**src/rtl/tlp_dispatcher.sv**
```systemverilog
// Round-robin burst dispatcher that drains four source FIFOs into one destination FIFO.
// Optional forwarded-word counter on port fwd_count, enabled by defining DISPATCH_CNT_EN.
module tlp_dispatcher #(
  parameter int BURST = 4
) (
  input  logic        clk,
  input  logic        reset,
  input  logic [3:0]  fifo_empty,
  input  logic [11:0] fifo_data0,
  input  logic [11:0] fifo_data1,
  input  logic [11:0] fifo_data2,
  input  logic [11:0] fifo_data3,
  input  logic        dest_almost_full,
  output logic [3:0]  pop,
  output logic        push,
  output logic [11:0] data_out,
  output logic        busy
`ifdef DISPATCH_CNT_EN
  ,
  output logic [7:0]  fwd_count
`endif
);

  localparam logic [2:0] BURST_MAX = 3'(BURST);

  typedef enum logic {
    IDLE = 1'b0,
    XFER = 1'b1
  } state_t;

  state_t      state, state_next;
  logic [1:0]  grant, grant_next;
  logic [1:0]  last_grant, last_grant_next;
  logic [2:0]  burst_cnt, burst_cnt_next;
  logic [1:0]  next_ch;
  logic [1:0]  cand;
  logic        found;
  logic        pop_any;
  logic        pop_v;
  logic [1:0]  sel;
  logic [11:0] sel_data;

  // Search starts just after the previous winner so every channel gets its turn.
  always_comb begin
    next_ch = last_grant;
    cand    = '0;
    found   = 1'b0;
    for (int i = 1; i <= 4; i++) begin
      cand = last_grant + 2'(i);
      if (!found && !fifo_empty[cand]) begin
        next_ch = cand;
        found   = 1'b1;
      end
    end
  end

  always_comb begin
    state_next      = state;
    grant_next      = grant;
    last_grant_next = last_grant;
    burst_cnt_next  = burst_cnt;
    case (state)
      IDLE: begin
        if (found && !dest_almost_full) begin
          state_next     = XFER;
          grant_next     = next_ch;
          burst_cnt_next = '0;
        end
      end
      XFER: begin
        if (fifo_empty[grant] || burst_cnt == BURST_MAX) begin
          state_next      = IDLE;
          last_grant_next = grant;
        end else if (pop_any) begin
          burst_cnt_next = burst_cnt + 3'd1;
        end
      end
      default: state_next = IDLE;
    endcase
  end

  always_comb begin
    pop     = '0;
    pop_any = (state == XFER) && !reset && !fifo_empty[grant] &&
              !dest_almost_full && (burst_cnt < BURST_MAX);
    if (pop_any) pop[grant] = 1'b1;
  end

  always_comb begin
    case (sel)
      2'd0:    sel_data = fifo_data0;
      2'd1:    sel_data = fifo_data1;
      2'd2:    sel_data = fifo_data2;
      default: sel_data = fifo_data3;
    endcase
  end

  // Two-stage pipeline: the source presents data one cycle after pop, then it is registered out.
  always_ff @(posedge clk) begin
    if (reset) begin
      state      <= IDLE;
      grant      <= 2'd0;
      last_grant <= 2'd3;
      burst_cnt  <= 3'd0;
      pop_v      <= 1'b0;
      sel        <= 2'd0;
      push       <= 1'b0;
      data_out   <= 12'd0;
    end else begin
      state      <= state_next;
      grant      <= grant_next;
      last_grant <= last_grant_next;
      burst_cnt  <= burst_cnt_next;
      pop_v      <= pop_any;
      if (pop_any) sel <= grant;
      push       <= pop_v;
      if (pop_v) data_out <= sel_data;
    end
  end

  assign busy = (state == XFER) | pop_v | push;

`ifdef DISPATCH_CNT_EN
  always_ff @(posedge clk) begin
    if (reset) fwd_count <= 8'd0;
    else if (push) fwd_count <= fwd_count + 8'd1;
  end
`endif

endmodule

```
**config.mk**
```make
export PLATFORM = sky130hd
export DESIGN_NAME = tlp_dispatcher
export DESIGN_NICKNAME = d
export VERILOG_FILES = /design/src/rtl/tlp_dispatcher.sv
export SDC_FILE = /design/constraint.sdc
export NUM_CORES = 1
export LEC_CHECK = 0
export ABC_CLOCK_PERIOD_IN_PS = 2900
export CORE_MARGIN = 2
export CORE_UTILIZATION = 36
export DETAILED_ROUTE_END_ITERATION = 16
export PLACE_DENSITY = 0.85
export SLEW_MARGIN = 20
export SYNTH_ARGS = -nofsm -noshare
export SYNTH_HDL_FRONTEND = slang
export SYNTH_SLANG_ARGS = --single-unit
```
**constraint.sdc**
```tcl
create_clock -name clk -period 2.9 [get_ports clk]
set_input_delay 0.58 -clock clk [delete_from_list [all_inputs] [get_ports clk]]
set_output_delay 0.58 -clock clk [all_outputs]
set_load 0.01 [all_outputs]
```
==> results.md <==
* Layout Skew at 0.00294 ns
* Share of cells above drive strength 1 at 11.7%
* Pin count of the biggest net entering global routing at 27
* Initial antenna violation count at 0
* Crit path from: dest_almost_full
* CP Max Fanout at 2
* Ant. Diodes at 0
* Dpl cell area at 2140 µm²
* Worst-Margin Slew at 0.834 ns
* Chip width at 65.8 µm
* Syn Inst Count at 135
* Flops & latches, synth at 24
* Design Area, Final at 2200 µm²
* H-tree depth at 1
* Hold crit path type: flip-flop to flip-flop
* Reg clk slew, reported paths at 0.08 ns
* DR iter-0 viols at 55
* Compound-cell area share of the yosys netlist at 10.5%
* Post-synthesis simple-gate area fraction at 17.5%
* # Post-CTS Setup Buffers at 0
* Min-delay src: burst_cnt[0]
* Fin crit share at 96.4%
* Root Driver: clkbuf_8
* DIE AREA at 4330 µm²
* CP startpoint kind: input pin
* Vias in the first global route at 1280
* Drc violations at 0
* Crit path capture type: primary output
* Area grow syn2layout at 60.2%
* Part of the Yosys area used for sequential elements at 34.9%
* FP Rows at 22
* Max-cap violation count at 0
* First drt pass iteration count at 4
* Ports at 73
* CP max-delay cell: or4b_1
* Status: finished clean
* Critical path buffer and inverter count at 2
* Leakage at 0.766 nW
* R2R Path Start: sel[0]
* Power per cell area at 365 nW/µm²
* Synthesized area per cell at 10.2 µm²
* Worst-Skew Late Latency at 0.26 ns
* Net count, final at 263
* Final HPWL DP at 2930 µm
* First-pass GRT wire length at 6180 µm
* Final Hold Fails at 0
* CP Class: input pin to primary output
* Post-synthesis adder-cell area fraction at 1.82%
* F_max at 358 MHz
* Synthesized cell area at 1380 µm²
* CP top delay family: simple AND/OR/NAND/NOR gates
* Synth warnings at 0
* Largest family of logic cells by synthesized area: multiplexers
* Setup-failing EPs final at 0
* Most frequent cells in the layout: clkdlybuf4s50_1 (68), dfxtp_1 (24), nor2_1 (19), mux4_2 (13), mux2i_1 (13)
* Final core utilization at 60.2%
* Wire length per cell at 15.1 µm
* Synth unique cells at 33
* Critical-path cell list: clkdlybuf4s50_1 -> or4b_1 -> or2_1 -> nor3_1 -> dlygate4sd2_1
* Core area at 3660 µm²
* Die Ht at 65.8 µm
* CP peak stage delay at 0.54 ns
* Starting Density at 37.6%
* WL final at 3830 µm
* Port-buffer cells at 72
* Mux cell area share after synthesis at 30.7%
* Gpl congestion at 0.870
* Clock Tree Buf Depth at 2
* Xor/xnor share of the synthesized area at 0%
* Period minus WS final at 2.80 ns
* Total power at 0.805 mW
* CTS tree: built
* Most common cell after layout, fill and taps aside: clkdlybuf4s50_1
* Worst vdd rail ir drop at 190 µV
* Syn Nets at 192
* GRT Residual Overflow at 0
* Total Routing Usage GR at 18.5%
* Number of CTS-inserted buffers at 3
* Drt via density at 5.21
* Routed Antenna Nets at 0
* Worst rel slew slack at 44.4%
* Crit path DAT at 2.22 ns
* WHS at 0.486 ns
* Worst EP required at 2.32 ns
* Clk sink count at 24
* Via count at 1318
* Slew Limit Fails at 0
* RSZ-0062 raised after global routing: no
cells in the mapped netlist:
| library cell | n | share of area [%] |
|---|---|---|
| dfxtp_1 | 24 | 35 |
| clkbuf_1 | 5 | 1.4 |
| and2_2 | 1 | 0.55 |
| o21ai_0 | 4 | 1.5 |
| and2_0 | 1 | 0.45 |
| nand3_1 | 1 | 0.36 |
| o21ai_2 | 1 | 0.64 |
| nand4_1 | 1 | 0.45 |
| o31ai_1 | 1 | 0.55 |
| nor2_4 | 1 | 0.82 |
| o211ai_1 | 2 | 1.1 |
| or4b_1 | 1 | 0.73 |
| a311oi_1 | 1 | 0.64 |
| a32o_1 | 1 | 0.73 |
| nor2b_1 | 3 | 1.4 |
| nand4b_1 | 1 | 0.64 |
| nand2_1 | 5 | 1.4 |
| inv_1 | 7 | 1.9 |
| a21oi_1 | 6 | 2.2 |
| buf_2 | 3 | 1.1 |
| nor2_1 | 19 | 5.2 |
| or3_1 | 4 | 1.8 |
| o41ai_1 | 2 | 1.3 |
| a211o_1 | 2 | 1.3 |
| or2_1 | 1 | 0.45 |
| nor3_1 | 2 | 0.73 |
| nor4_1 | 2 | 0.91 |
| ha_1 | 2 | 1.8 |
| buf_1 | 1 | 0.27 |
| nor3b_1 | 3 | 1.6 |
| a221oi_1 | 1 | 0.64 |
| mux2i_1 | 13 | 9.5 |
| mux4_2 | 13 | 21 |
worst paths after layout:
| kind | end | slack, ns | cells after the start |
|---|---|---|---|
| setup / recovery | pop[1] | 0.10 | 5 |
| hold / removal | burst_cnt[0] | 0.49 | 1 |
| setup reg to reg | data_out[10] | 1.11 | 3 |
| hold reg to reg | burst_cnt[0] | 0.49 | 1 |
layer usage:
layer  wire length (µm)  track usage [%]
met1               1590             23.1
met2               1820             30.9
met3                358             4.43
met4                 61             7.03
met5                  0                0
sequential cells by signal (all words and copies together) (netlist names):
| register | count |
|---|---|
| state | 1 |
| pop_v | 1 |
| sel | 2 |
| push | 1 |
| grant | 2 |
| burst_cnt | 3 |
| last_grant | 2 |
| data_out | 12 |
what timing repair did:
item,4_1_cts,5_1_grt
hold buffers,0,0
endpoints found under the setup margin,4,1
gates resized for setup,4,2
endpoints found under the hold margin,0,0
through the flow:
step	setup TNS, ns	cells	worst slack, ns
after CTS	0	253	0.0764
after floorplan	0	135	0.512
after detailed placement	-0.633	249	-0.182
after global routing	0	253	0.0159
after global placement	-0.672	249	-0.189
final	0	253	0.104
power by group:
group | internal [mW] | total [mW] | switching [mW] | leakage (nW)
sequential | 0.339 | 0.355 | 0.0154 | 0.195
combinational | 0.109 | 0.162 | 0.0534 | 0.536
clock | 0.184 | 0.288 | 0.104 | 0.0357
total | 0.633 | 0.805 | 0.173 | 0.766
logic make-up (layout without fill, tap and decap cells):
group	count (synthesis)	after routing
DFF	24	24
adders and majority gates	2	2
muxes	26	26
and+or+nand+nor	46	46
AOI/OAI and AO/OA	21	21
buffers and inverters	16	86
worst reg2reg max path: stages, from the launching register on:
cell     delay [ns]
dfxtp_1        0.87
mux4_2         0.60
mux2i_1        0.16
nor2_1         0.06
final cells by class:
type,instances,area [µm²]
Clock buffer,3,41.3
Clock inverter,1,30.0
Fill cell,318,1460
Inverter,7,26.3
Multi-Input combinational cell,95,832
Sequential cell,24,480
Tap cell,48,60.1
Timing Repair Buffer,75,734
(Power assumes the default switching activity.)
